## src/rtl/seg_scan_driver.sv

```systemverilog
// rtl/seg_scan_driver.sv - four-digit multiplexed seven-segment scan driver with guard, snapshot and blink
module seg_scan_driver #(
    parameter int REFRESH_DIV  = 100000,
    parameter int GUARD        = 2,
    parameter int BLINK_FRAMES = 125
) (
    input  logic        clk,
    input  logic        rst_n,
    input  logic [15:0] digits,
    input  logic [3:0]  dp,
    input  logic [3:0]  blank,
    input  logic [3:0]  blink_mask,
    output logic [7:0]  seg,
    output logic [3:0]  an,
    output logic        frame_start
);

    localparam int PW = (REFRESH_DIV > 1) ? $clog2(REFRESH_DIV) : 1;
    localparam int FW = (BLINK_FRAMES > 1) ? $clog2(BLINK_FRAMES) : 1;

    logic [PW-1:0] pre_q, pre_d;
    logic [1:0]    idx_q, idx_d;
    logic [FW-1:0] fcnt_q, fcnt_d;
    logic          phase_q, phase_d;
    logic [15:0]   snap_digits_q, snap_digits_d;
    logic [3:0]    snap_dp_q, snap_dp_d;
    logic [3:0]    snap_blank_q, snap_blank_d;
    logic [3:0]    snap_blink_q, snap_blink_d;
    logic [7:0]    seg_q, seg_d;
    logic [3:0]    an_q, an_d;
    logic          frame_start_q, frame_start_d;

    logic          tick;
    logic          snap_load;
    logic [3:0]    cur_code;
    logic [6:0]    cur_pat;
    logic          cur_dark;

    always_comb begin
        tick      = (pre_q == PW'(REFRESH_DIV - 1));
        snap_load = tick && (idx_q == 2'd3);

        pre_d = tick ? '0 : pre_q + 1'b1;
        idx_d = tick ? idx_q + 2'd1 : idx_q;

        snap_digits_d = snap_digits_q;
        snap_dp_d     = snap_dp_q;
        snap_blank_d  = snap_blank_q;
        snap_blink_d  = snap_blink_q;
        fcnt_d        = fcnt_q;
        phase_d       = phase_q;
        if (snap_load) begin
            snap_digits_d = digits;
            snap_dp_d     = dp;
            snap_blank_d  = blank;
            snap_blink_d  = blink_mask;
            if (fcnt_q == FW'(BLINK_FRAMES - 1)) begin
                fcnt_d  = '0;
                phase_d = ~phase_q;
            end else begin
                fcnt_d = fcnt_q + 1'b1;
            end
        end
        frame_start_d = snap_load;

        cur_code = snap_digits_q[idx_q*4 +: 4];
        cur_dark = snap_blank_q[idx_q] | (snap_blink_q[idx_q] & phase_q);
        case (cur_code)
            4'd0:    cur_pat = 7'b1000000;
            4'd1:    cur_pat = 7'b1111001;
            4'd2:    cur_pat = 7'b0100100;
            4'd3:    cur_pat = 7'b0110000;
            4'd4:    cur_pat = 7'b0011001;
            4'd5:    cur_pat = 7'b0010010;
            4'd6:    cur_pat = 7'b0000010;
            4'd7:    cur_pat = 7'b1111000;
            4'd8:    cur_pat = 7'b0000000;
            4'd9:    cur_pat = 7'b0010000;
            default: cur_pat = 7'b0111111;
        endcase

        // Anodes stay off for the first GUARD cycles of a slot so the previous digit cannot ghost.
        an_d  = 4'b1111;
        seg_d = 8'hFF;
        if (pre_q >= PW'(GUARD)) begin
            an_d = ~(4'b0001 << idx_q);
            if (!cur_dark) begin
                seg_d = {~snap_dp_q[idx_q], cur_pat};
            end
        end
    end

    always_ff @(posedge clk) begin
        if (!rst_n) begin
            pre_q         <= '0;
            idx_q         <= '0;
            fcnt_q        <= '0;
            phase_q       <= 1'b0;
            snap_digits_q <= digits;
            snap_dp_q     <= dp;
            snap_blank_q  <= blank;
            snap_blink_q  <= blink_mask;
            seg_q         <= 8'hFF;
            an_q          <= 4'b1111;
            frame_start_q <= 1'b0;
        end else begin
            pre_q         <= pre_d;
            idx_q         <= idx_d;
            fcnt_q        <= fcnt_d;
            phase_q       <= phase_d;
            snap_digits_q <= snap_digits_d;
            snap_dp_q     <= snap_dp_d;
            snap_blank_q  <= snap_blank_d;
            snap_blink_q  <= snap_blink_d;
            seg_q         <= seg_d;
            an_q          <= an_d;
            frame_start_q <= frame_start_d;
        end
    end

    assign seg         = seg_q;
    assign an          = an_q;
    assign frame_start = frame_start_q;

endmodule
```

## config.mk

```make
export PLATFORM = sky130hd
export DESIGN_NAME = seg_scan_driver
export DESIGN_NICKNAME = d
export VERILOG_FILES = /design/src/rtl/seg_scan_driver.sv
export SDC_FILE = /design/constraint.sdc
export NUM_CORES = 1
export LEC_CHECK = 0
export CORE_ASPECT_RATIO = 2
export CORE_MARGIN = 3
export CORE_UTILIZATION = 35
export CTS_BUF_LIST = sky130_fd_sc_hd__clkbuf_16
export CTS_CLUSTER_DIAMETER = 50
export DETAILED_ROUTE_END_ITERATION = 10
export PLACE_DENSITY_LB_ADDON = 0.12
export SLEW_MARGIN = 20
export SYNTH_ARGS = -nofsm -noshare
export SYNTH_HDL_FRONTEND = slang
export SYNTH_SLANG_ARGS = --single-unit
```

## constraint.sdc

```tcl
create_clock -name clk -period 4.7 [get_ports clk]
set_input_delay 1.175 -clock clk [delete_from_list [all_inputs] [get_ports clk]]
set_output_delay 1.175 -clock clk [all_outputs]
set_load 0.05 [all_outputs]
```

==> out/qor.yml, run 1 <==
ys_async_sr_fraction: 0
p_int_mw: 1.14
grtUsageTotal: 0.147
yosys_warnings: 0
hold_start: "phase_q$_SDFFE_PN0P_"
p_comb_frac: 0.060
slew_viol_final: 0
clk_pin_slew_ps: 50
reg2reg_slack_ps: 2370
critical_path_buf_inv_count: 1
clk_latency_ps: 330
reg2reg_from: "idx_q[0]$_SDFFE_PN0P_"
ios: 43
end_kind: "output port"
final.period_utilization: 0.559
cp.required_ps: 3520
timing.fmax_mhz: 381
num_vias: 2149
htree_levels: 3
synthDistinctLibCells: 40
skew_ps: 7.07
final_net_count: 349
slowest_stage: "clkdlybuf4s50_1"
synth_seq_cells: 68
pwr-share-seq: 0.450
hpwlAfterDp_um: 4900
area_delta_synth_final_pct: 27.6
setup-violations-final: 0
use_met3: 0.0348
gr-total-overflow: 0
grt_pass1_vias: 2213
critPathArrivalTime_ps: 1450
drv_cap: 0
antenna_found_initial: 0
cts_buffers: 9
synthCells: 261
hold_buffers: 0
drc: 0
regToRegEndpoint: "fcnt_q[2]$_SDFFE_PN0P_"
drt_first_pass_iters: 4
cp_top_family: "buffers and inverters"
hold_path_end: "phase_q$_SDFFE_PN0P_"
viasPerCell: 5.28
power_switching_mw: 0.293
worst_slew_pin_slew_ps: 761
dpl.cell_count: 391
status: "completed"
crit_fanout: 1
grt_max_degree: 29
hold_depth: 2
die_y_um: 136
final_util: 0.470
setup_ws_ps: 2070
ff2ff_path_depth: 4
preCtsSetupSlack_ps: 2090
cts_buffer_depth: 2
grt_use_met2: 0.282
leakagePower_nw: 1.33
syn_nets: 304
final_common_cell: "clkdlybuf4s50_1"
p_sw_frac: 0.205
die_w_um: 71.1
power_frac_clock: 0.490
dr.first_iter.drc_count: 135
ant_nets: 0
fin_cells: 407
period_needed_ps: 2630
cts-root-buf: "clkbuf_16"
cts_resized: 0
powerDensity_nw_per_um2: 377
worstSetupStartpointType: "flop"
cp_slowest_stage_delay_ps: 800
dpl_cell_area_um2: 3470
finalWeightedCongestion: 0.744
start_util: 0.368
fp-row-count: 46
hp-class: "reg2reg"
core_area_um2: 8060
ir_worst_vdd_mv: 0.158
ys.flop_type: "dfxtp_1"
cts_tree: "built"
grt_pass1_wl_um: 10700
drive_gt1_frac: 0.103
timing.final.hold_violations: 0
wl_per_cell_um: 15.9
diodes: 0
mappedNetlistArea_um2: 2960
portBuffers: 42
grt_util_met1: 0.137
post_cts_buffers: 0
path_cells: "clkdlybuf4s50_1"
slew_headroom: 0.488
fin_tns_setup_ps: 0
worstSetupPathType: "reg2out"
routed_wl_um: 6480
syn_avg_cell_area_um2: 11.4
grt_busiest_layer: "met2"
rsz0062_at_grt: "no"
design_area_um2: 3780
mostFrequentLayoutCells: "42 x clkdlybuf4s50_1, 40 x dfxtp_1, 28 x edfxtp_1"
dieArea_um2: 9680
seq_area_frac_synth: 0.554
fillerInstances: 763
synth_edf_count: 28
clkSinkCount: 68
==> cell type report <==
class,count,area [um2],share of cell area
clock buffers,9,225,0.0595
well taps,96,120,0.0317
clock inverters,7,85.1,0.0225
flip-flops and latches,68,1640,0.434
inverters,14,52.6,0.0139
multi-input cells,170,1230,0.325
repair buffers,43,428,0.113
==> how the worst max path moves through the flow <==
stage	from	endpoint	slack, ps	cells past startpoint
after detailed placement	rst_n	snap_digits_q[6]$_DFFE_PP_	2090	3
final	an[1]$_SDFF_PN1_	an[1]	2070	1
after CTS	an[1]$_SDFF_PN1_	an[1]	2050	1
after global placement	rst_n	snap_digits_q[2]$_DFFE_PP_	2110	3
after floorplan	pre_q[1]$_SDFF_PP0_	snap_blank_q[0]$_DFFE_PP_	1050	6
after global routing	an[1]$_SDFF_PN1_	an[1]	2040	1
==> synthesized netlist by cell type, types with 2 or more instances <==
cell type,count,area [um2]
a21oi_1,16,80.1
edfxtp_1,28,841
xnor2_1,10,87.6
dfxtp_1,40,801
nor4_1,5,31.3
and2_1,4,25.0
o311a_1,2,20.0
nor2b_1,2,12.5
buf_2,4,20.0
a31o_2,2,17.5
ha_1,13,163
nor3_1,4,20.0
and3_1,3,18.8
xor2_1,3,26.3
o21ai_0,16,80.1
nor2_1,22,82.6
o31ai_1,4,30.0
nand2_1,14,52.6
mux4_2,7,158
nand4_1,12,75.1
or4_1,4,30.0
and4_1,4,35.0
clkbuf_1,4,15.0
nand3_1,9,45.0
inv_1,14,52.6
==> metal layers <==
layer,wire length (um),up-vias
li1,-,1049
met1,2240,1023
met2,3770,62
met3,281,15
met4,194,0
met5,0,-
==> state kept, by name, summed over array words and instances (netlist names) <==
| signal | cells |
|---|---|
| snap_digits_q | 16 |
| snap_blank_q | 4 |
| pre_q | 17 |
| fcnt_q | 7 |
| seg | 8 |
| phase_q | 1 |
| frame_start | 1 |
| snap_dp_q | 4 |
| an | 4 |
| idx_q | 2 |
| snap_blink_q | 4 |
==> power groups by stage <==
stage | registers (mW) | logic [mW] | clock network [mW]
floorplan | 0.667 | 0.0314 | 0
finish | 0.643 | 0.0860 | 0.699
global placement | 0.655 | 0.0869 | 0
global route | 0.645 | 0.0940 | 0.734
CTS | 0.643 | 0.0884 | 0.712
detailed placement | 0.656 | 0.0879 | 0
==> per-stage QoR <==
stage | power (mW) | hold slack, ps
floorplan | 0.699 | 441
finish | 1.43 | 495
global route | 1.47 | 511
detailed placement | 0.744 | 469
global placement | 0.742 | 463
CTS | 1.44 | 490
==> logic make-up after synthesis <==
logic type | Yosys count | share of synthesized area
muxes | 8 | 0.0566
DFF | 68 | 0.554
AOI/OAI and AO/OA | 44 | 0.0887
and+or+nand+nor | 92 | 0.176
xor gates and xnor gates | 13 | 0.0384
buffers and inverters | 23 | 0.0321
adders and majority gates | 13 | 0.0549
(Power assumes the default switching activity.)
==> inputs of run 2 (changes only) <==
==> constraint.sdc (replaced) <==
create_clock -name clk -period 2.3 [get_ports clk]
set_input_delay 0.575 -clock clk [delete_from_list [all_inputs] [get_ports clk]]
set_output_delay 0.575 -clock clk [all_outputs]
set_load 0.05 [all_outputs]
==> run 2 against run 1 <==
Net effect:
- register-to-register slack worse by 2100 ps
- highest routed layer unchanged
- hold slack worse by 3.7 ps
- die area did not move
- worst setup slack got worse by 1800 ps
- cell count increased by 2.0%
- largest power group unchanged
- core utilization is 1.1 points higher
- non-clock buffer count increased by 8
- critical path depth unchanged
- sequential share of layout area fell by 0.98 points
==> out/qor.yml, run 2 (synthesized netlist as in run 1, its figures left out) <==
routed_wl_um: 6900  # +6.4%
topRoutingLayerUsed: "met4"
rsz0062_at_grt: "no"
ir_worst_vdd_mv: 0.433  # +170%
setup_ws_ps: 267  # -1810 ps
drc: 0  # unchanged
clk_latency_ps: 330  # about the same
cp_slowest_stage_delay_ps: 820  # +20 ps
whs_ps: 491  # -3.66 ps
post_cts_buffers: 0  # unchanged
dpl.cell_count: 399  # +2.0%
slowest_stage: "clkdlybuf4s50_1"
slew_viol_final: 0  # unchanged
htree_levels: 3  # unchanged
start_util: 0.368  # unchanged
clk_pin_slew_ps: 60  # about the same
grt_pass1_vias: 2233  # +0.90%
status: "completed"
powerDensity_nw_per_um2: 765  # +100%
ant_nets: 0  # unchanged
setup-violations-final: 0  # unchanged
timing.final.hold_violations: 0  # unchanged
wl_met3_um: 229  # -19%
clkSinkCount: 68  # unchanged
fin_tns_setup_ps: 0  # unchanged
hpwlAfterDp_um: 5320  # +8.4%
ios: 43  # unchanged
dr_wl_met2_um: 4190  # +11%
wl_met1_um: 2280  # +2.0%
period_needed_ps: 2030
fp-row-count: 46  # unchanged
wl_per_cell_um: 16.6  # +4.4%
hold_buffers: 0  # unchanged
hp-class: "reg2reg"
critPathArrivalTime_ps: 1460  # about the same
final_common_cell: "clkdlybuf4s50_1"
cts_resized: 0  # unchanged
gr-total-overflow: 0  # unchanged
die_y_um: 136  # unchanged
cts_buffers: 9  # unchanged
design_area_um2: 3870  # +2.3%
cp_top_family: "buffers and inverters"
cts_tree: "built"
final.period_utilization: 0.884
dpl_cell_area_um2: 3550  # +2.3%
critical_path_buf_inv_count: 1  # unchanged
timing.fmax_mhz: 492
largest_reg_flops: 17  # unchanged
leakagePower_nw: 1.37  # +3.2%
drt_first_pass_iters: 4  # unchanged
worstSetupPathType: "reg2out"
skew_ps: 4.84  # -2.22 ps
end_kind: "output port"
num_vias: 2132  # -0.79%
antenna_found_initial: 0  # unchanged
viasPerCell: 5.14  # -2.7%
worstSetupStartpointType: "flop"
grt_pass1_wl_um: 11100  # +4.3%
worst_slew_pin_slew_ps: 529  # -232 ps
cp.required_ps: 1730  # -1790 ps
area_delta_synth_final_pct: 30.6
path_cells: "clkdlybuf4s50_1"
crit_fanout: 1  # unchanged
dr.first_iter.drc_count: 72  # -47%
grtUsageTotal: 0.158  # +0.0107
cts-root-buf: "clkbuf_16"
dieArea_um2: 9680  # unchanged
fin_cells: 415  # +2.0%
preCtsSetupSlack_ps: 281  # -1810 ps
final_net_count: 357  # +2.3%
drive_gt1_frac: 0.129  # +0.0256
diodes: 0  # unchanged
cts_buffer_depth: 2  # unchanged
portBuffers: 42  # unchanged
core_area_um2: 8060  # unchanged
top_register: "pre_q"
grt_max_degree: 29  # unchanged
die_w_um: 71.1  # unchanged
finalWeightedCongestion: 0.862  # +16%
drv_cap: 0  # unchanged
slew_headroom: 0.646  # +0.158
mostFrequentLayoutCells: "42 x clkdlybuf4s50_1, 40 x dfxtp_1, 28 x edfxtp_1"
==> run 2: power by group <==
group / total (mW) / internal (mW) / switching [mW] / leakage (nW)
Combinational: 0.185 / 0.0909 / 0.0938 / 0.621
Sequential: 1.31 / 1.30 / 0.0158 / 0.598
Clock: 1.46 / 0.944 / 0.518 / 0.153
Total: 2.96 / 2.33 / 0.628 / 1.37
==> run 2: area by class of cell <==
cell class                      count  area, um2
Fill cell                         761       4190
Sequential cell                    68       1640
Multi-Input combinational cell    170       1240
Timing Repair Buffer               51        500
Clock buffer                        9        225
Tap cell                           96        120
Clock inverter                      7       92.6
Inverter                           14       52.6
==> run 2: per-stage QoR <==
stage	utilization	total power [mW]
final	0.480	2.96
after global routing	0.480	3.07
after CTS	0.480	3.00
after detailed placement	0.441	1.53
after global placement	0.441	1.53
after floorplan	-	1.43
==> run 2: final timing paths <==
kind                                              from                     endpoint  slack (ps)  depth (start not counted)
worst min register to register  fcnt_q[5]$_SDFFE_PN0P_       fcnt_q[5]$_SDFFE_PN0P_         490                          2
worst max-delay path                  an[1]$_SDFF_PN1_                        an[1]         270                          1
worst max register to register     pre_q[0]$_SDFF_PP0_  snap_digits_q[11]$_DFFE_PP_         280                          5
worst min-delay path            fcnt_q[5]$_SDFFE_PN0P_       fcnt_q[5]$_SDFFE_PN0P_         490                          2
==> run 2: per-layer routing <==
| layer | global-route usage | up-vias |
|---|---|---|
| met1 | 0.133 | 1016 |
| met2 | 0.316 | 36 |
| met3 | 0.0437 | 15 |
| li1 | - | 1065 |
| met5 | 0 | - |
| met4 | 0.0826 | 0 |
==> inputs of run 3 (changes only) <==
--- a/config.mk
+++ b/config.mk
@@ -11,6 +11,7 @@
 export CTS_BUF_LIST = sky130_fd_sc_hd__clkbuf_16
 export CTS_CLUSTER_DIAMETER = 50
 export DETAILED_ROUTE_END_ITERATION = 10
+export GPL_TIMING_DRIVEN = 0
 export PLACE_DENSITY_LB_ADDON = 0.12
 export SLEW_MARGIN = 20
 export SYNTH_ARGS = -nofsm -noshare
==> run 3 against run 2 <==
Net effect:
- sequential share of layout area increased by 0.096 points
- fmax decreased by 3.5%
- global-route usage decreased by 0.53 points
- non-clock buffer count increased by 2
- clock-buffer cell count unchanged
- register-to-register slack got worse by 90 ps
- sequential power about the same
- via count increased by 2.7%
- flip-flop and latch count unchanged
- clock skew increased by 2.6 ps
- largest power group is now sequential cells
==> out/qor.yml, run 3 (synthesized netlist as in run 1, its figures left out) <==
cts_tree: "built"
diodes: 0  # unchanged
antenna_found_initial: 0  # unchanged
worstSetupPathType: "reg2reg"
fp-row-count: 46  # unchanged
clk_latency_ps: 330  # about the same
viasPerCell: 5.24  # +1.9%
end_kind: "flop"
ios: 43  # unchanged
hpwlAfterDp_um: 5160  # -2.9%
crit_fanout: 11  # +10
grt_pass1_vias: 2270  # +1.7%
cts-root-buf: "clkbuf_16"
clkSinkCount: 68  # unchanged
clk_pin_slew_ps: 50  # about the same
die_w_um: 71.1  # unchanged
rsz0062_at_grt: "no"
ir_worst_vdd_mv: 0.447  # +3.2%
grt_pass1_wl_um: 11000  # -0.94%
hold_path_end: "pre_q[0]$_SDFF_PP0_"
reg2reg_from: "pre_q[0]$_SDFF_PP0_"
largest_reg_flops: 17  # unchanged
hold_depth: 1  # -1
drc: 0  # unchanged
hold_start: "pre_q[0]$_SDFF_PP0_"
drv_cap: 0  # unchanged
hold_buffers: 0  # unchanged
gr-total-overflow: 0  # unchanged
grtUsageTotal: 0.152  # -0.00534
dpl.cell_count: 398  # -0.25%
status: "completed"
wl_per_cell_um: 16.6  # -0.11%
final_common_cell: "clkdlybuf4s50_1"
finalWeightedCongestion: 0.787  # -8.7%
final.period_utilization: 0.916  # +0.0324
portBuffers: 41  # -2.4%
mostFrequentLayoutCells: "41 x clkdlybuf4s50_1, 40 x dfxtp_1, 28 x edfxtp_1"
dieArea_um2: 9680  # unchanged
dr.first_iter.drc_count: 71  # -1.4%
slew_viol_final: 0  # unchanged
drt_first_pass_iters: 4  # unchanged
cp.required_ps: 2340  # +610 ps
period_needed_ps: 2110  # +74.6 ps
worstSetupStartpointType: "flop"
cts_buffer_depth: 2  # unchanged
ff2ff_path_depth: 7  # +2
area_delta_synth_final_pct: 30.3
routed_wl_um: 6940  # +0.61%
num_vias: 2189  # +2.7%
slew_headroom: 0.570  # -0.0766
start_util: 0.368  # unchanged
ant_nets: 0  # unchanged
final_net_count: 360  # +0.84%
cts_buffers: 9  # unchanged
skew_ps: 7.49  # +2.65 ps
powerDensity_nw_per_um2: 715  # -6.5%
critPathArrivalTime_ps: 2140  # +680 ps
fin_cells: 418  # +0.72%
die_y_um: 136  # unchanged
leakagePower_nw: 1.35  # -1.8%
reg2reg_slack_ps: 190  # -90 ps
hp-class: "reg2reg"
regToRegEndpoint: "snap_digits_q[2]$_DFFE_PP_"
top_register: "pre_q"
timing.final.hold_violations: 0  # unchanged
htree_levels: 3  # unchanged
whs_ps: 479  # -11.9 ps
worst_slew_pin_slew_ps: 646  # +117 ps
setup-violations-final: 0  # unchanged
timing.fmax_mhz: 475  # -3.5%
grt_max_degree: 15  # -48%
core_area_um2: 8060  # unchanged
drive_gt1_frac: 0.134  # +0.00501
## run 3: changes by cell type in the layout (fill, tap and decap cells not counted), moves of 2 or more
cell / change
buf_4: -6
buf_2: +4
clkbuf_1: +3
bufinv_16: -2
## run 3: what timing repair did
| item | in CTS | in global routing |
|---|---|---|
| buffers inserted | 2 | 1 |
| hold endpoints to repair | 0 | 0 |
| gates cloned | 1 | 0 |
| resized for setup | 3 | 1 |
| setup endpoints to repair | 34 | 19 |
| pin swaps | 1 | 1 |
## run 3: worst max-delay path by stage
stage	end	cells past startpoint	start	slack, ps
CTS	snap_digits_q[1]$_DFFE_PP_	6	pre_q[0]$_SDFF_PP0_	10
finish	snap_digits_q[2]$_DFFE_PP_	7	pre_q[0]$_SDFF_PP0_	190
global placement	snap_digits_q[3]$_DFFE_PP_	6	pre_q[0]$_SDFF_PP0_	-230
global route	snap_digits_q[6]$_DFFE_PP_	7	pre_q[1]$_SDFF_PP0_	40
detailed placement	snap_digits_q[3]$_DFFE_PP_	6	pre_q[0]$_SDFF_PP0_	-250
floorplan	snap_blank_q[0]$_DFFE_PP_	6	pre_q[1]$_SDFF_PP0_	210
## run 3: through the flow
step / cell area, um2 / TNS (ps) / setup slack, ps / util / power [mW]
6_report: 3860 / 0 / 193 / 0.479 / 2.76
3_5_place_dp: 3510 / -7100 / -250 / 0.435 / 1.52
4_1_cts: 3830 / 0 / 12.2 / 0.476 / 2.79
5_1_grt: 3860 / 0 / 37.2 / 0.479 / 2.86
3_3_place_gp: 3510 / -6320 / -227 / 0.435 / 1.52
2_1_floorplan: 2980 / 0 / 213 / - / 1.43
## run 3: final cells by class
cell class / count / area [um2]
buffer: 9 / 43.8
clock buffer: 9 / 225
clock inverter: 7 / 52.6
fill: 773 / 4200
inverter: 14 / 52.6
multi-input combinational: 171 / 1270
sequential: 68 / 1640
tap: 96 / 120
timing repair buffer: 44 / 458
## run 3: power by group
part,internal [mW],switching (mW),total [mW]
logic,0.0936,0.0957,0.189
registers,1.30,0.0140,1.31
clock network,0.732,0.528,1.26
## run 3: routing by layer
metal	track usage	part of all wire
met1	0.137	0.35
met2	0.311	0.60
met3	0.0237	0.031
met4	0.0774	0.022
met5	0	0
## run 3: worst max-delay path, stage by stage, from the launching register on
cell and delay, ps:
dfxtp_1 390, ha_1 250, and4_1 200, buf_2 170, nand3_2 160, buf_2 270, o21ai_4 210, buf_12 160
==> edit (flow settings as in run 3) <==
`BLINK_FRAMES`: 125 -> 250.
--- a/src/rtl/seg_scan_driver.sv
+++ b/src/rtl/seg_scan_driver.sv
@@ -4,3 +4,3 @@
     parameter int GUARD        = 2,
-    parameter int BLINK_FRAMES = 125
+    parameter int BLINK_FRAMES = 250
 ) (
Formal check against the unedited RTL: no difference found for any inputs over 10 cycles, from zero or initial values and one cycle with rst_n low; that may be too few to reach the edited logic, so the function may still have changed.
==> edit against run 3 <==
Sequential cell count is 1 higher; global-route usage is 0.60 points lower; synthesized area up 1.1%; total power is 3.4% higher; cell area is 0.36% lower; critical path type unchanged; die area up 0.99%; setup slack worse by 0.057 ns; routed wire length decreased by 4.8%.
==> edit: results (changes against run 3) <==
stage	metric	value	unit	change
global_route	largest net degree at the start of global routing	29		+14
logic_synthesis	Synth Area in XOR/XNOR	0.0351		-0.00333
place	HPWL Detailed	5.06	mm	-2.0%
critical_path	family with the most delay on the worst path	simple AND/OR/NAND/NOR gates		
detailed_routing	met2 wire len	3.94	mm	-5.3%
logic_synthesis	register area share after synthesis	0.555		+0.000900
place	Placed Area	0.00354	mm2	+1.0%
logic_synthesis	top post-synthesis cells by count	dfxtp_1 (41), edfxtp_1 (28), nand2_1 (19), nor2_1 (19)		
timing	Worst slew margin	0.512		-0.0578
global_route	number of global-route vias before repair	2131		-6.1%
critical_path	WP data arrival	2.18	ns	+0.04 ns
place	pre-CTS setup slack	-0.262	ns	-0.0126 ns
cells_and_area	biggest regs	pre_q (17), snap_digits_q (16)		
global_route	met3 usage	0.0346		+0.0109
detailed_routing	Detailed Routing Iterations Pass 1	4		unchanged
logic_synthesis	Netlist cell types	44		+10%
clock_network	Reg clk slew, reported paths	0.05	ns	about the same
global_route	met1 Use GR	0.129		-0.00769
cells_and_area	share of layout cells above drive strength 1	0.132		-0.00105
cells_and_area	# fillers	766		-0.91%
status	status	finished clean		
logic_synthesis	mux contribution to synthesized area	0.0593		+0.00275
place	port bufs	42		+2.4%
detailed_routing	Detailed Route WL	6.61	mm	-4.8%
cells_and_area	fin nets	355		-1.4%
logic_synthesis	Syn Nets	302		-0.66%
detailed_routing	vias per cell	5.15		-1.6%
logic_synthesis	Synth Area in Compound Gates	0.0927		+0.00409
detailed_routing	uppermost layer routed	met4		
logic_synthesis	Adder-Cell Fraction of Synth Area	0.0543		-0.000573
place	DP Cell Count	399		+0.25%
detailed_routing	DR WL met3	202	um	-5.2%
place	GPL Wtd Cong	0.763		-3.1%
global_route	first-pass GRT wire length	10.5	mm	-5.0%
global_route	grt met2 use	0.283		-0.0275
power_and_ir_drop	Static Leak	1.35	nW	about the same
critical_path	critical path's largest stage delay	0.43	ns	+0.04 ns
detailed_routing	via count	2138		-2.3%
cells_and_area	Area Overhead vs Synth	28.5	%	
global_route	GR Util All Layers	0.146		-0.00603
logic_synthesis	Synth Area per Inst	11.6	um2	+1.8%
timing	clk_skew	0.00373	ns	-0.00376 ns
critical_path	Crit Path Max Fanout	28		+17
power_and_ir_drop	maximum vdd ir drop	0.342	mV	-23%
logic_synthesis	synth top area cells	edfxtp_1 (28%), dfxtp_1 (27%), ha_1 (5.4%)		
detailed_routing	initial drt markers	109		+54%
detailed_routing	metal1 wirelength	2.25	mm	-7.1%
==> edit: changes by cell type in the layout (fill, tap and decap cells not counted), moves of 3 or more <==
| cell | before | now |
|---|---|---|
| o221a_2 | 0 | 4 |
| nand4_1 | 12 | 7 |
| a21oi_1 | 16 | 10 |
| xnor2_1 | 10 | 7 |
| o21a_1 | 0 | 3 |
| nor2_1 | 22 | 19 |
| o21ai_0 | 15 | 12 |
| and2_1 | 4 | 0 |
| nand2_1 | 14 | 18 |
| or3_1 | 1 | 7 |
==> edit: area by class of cell <==
| cell class | instances | area share |
|---|---|---|
| sequential | 69 | 0.432 |
| multi-input combinational | 166 | 0.324 |
| timing repair buffer | 42 | 0.109 |
| clock buffer | 9 | 0.0585 |
| tap | 98 | 0.0319 |
| clock inverter | 7 | 0.0172 |
| buffer | 11 | 0.0146 |
| inverter | 13 | 0.0127 |
==> edit: final timing paths <==
path,cells after the start,slack (ns),endpoint,from
setup / recovery,6,0.14,snap_blank_q[2]$_DFFE_PP_,pre_q[1]$_SDFF_PP0_
hold / removal,1,0.49,pre_q[0]$_SDFF_PP0_,pre_q[0]$_SDFF_PP0_
setup reg to reg,6,0.14,snap_blank_q[2]$_DFFE_PP_,pre_q[1]$_SDFF_PP0_
hold reg to reg,1,0.49,pre_q[0]$_SDFF_PP0_,pre_q[0]$_SDFF_PP0_
==> edit: power breakdown <==
part	switching (mW)	leakage [nW]	internal (mW)
combinational	0.0973	0.604	0.0873
sequential	0.0128	0.606	1.32
clock	0.511	0.136	0.830
total	0.621	1.35	2.23
==> edit: timing repair <==
item | in CTS | in global routing
pin swaps | 0 | 0
endpoints found under the setup margin | 28 | 28
buffers inserted | 0 | 0
resized for setup | 2 | 1
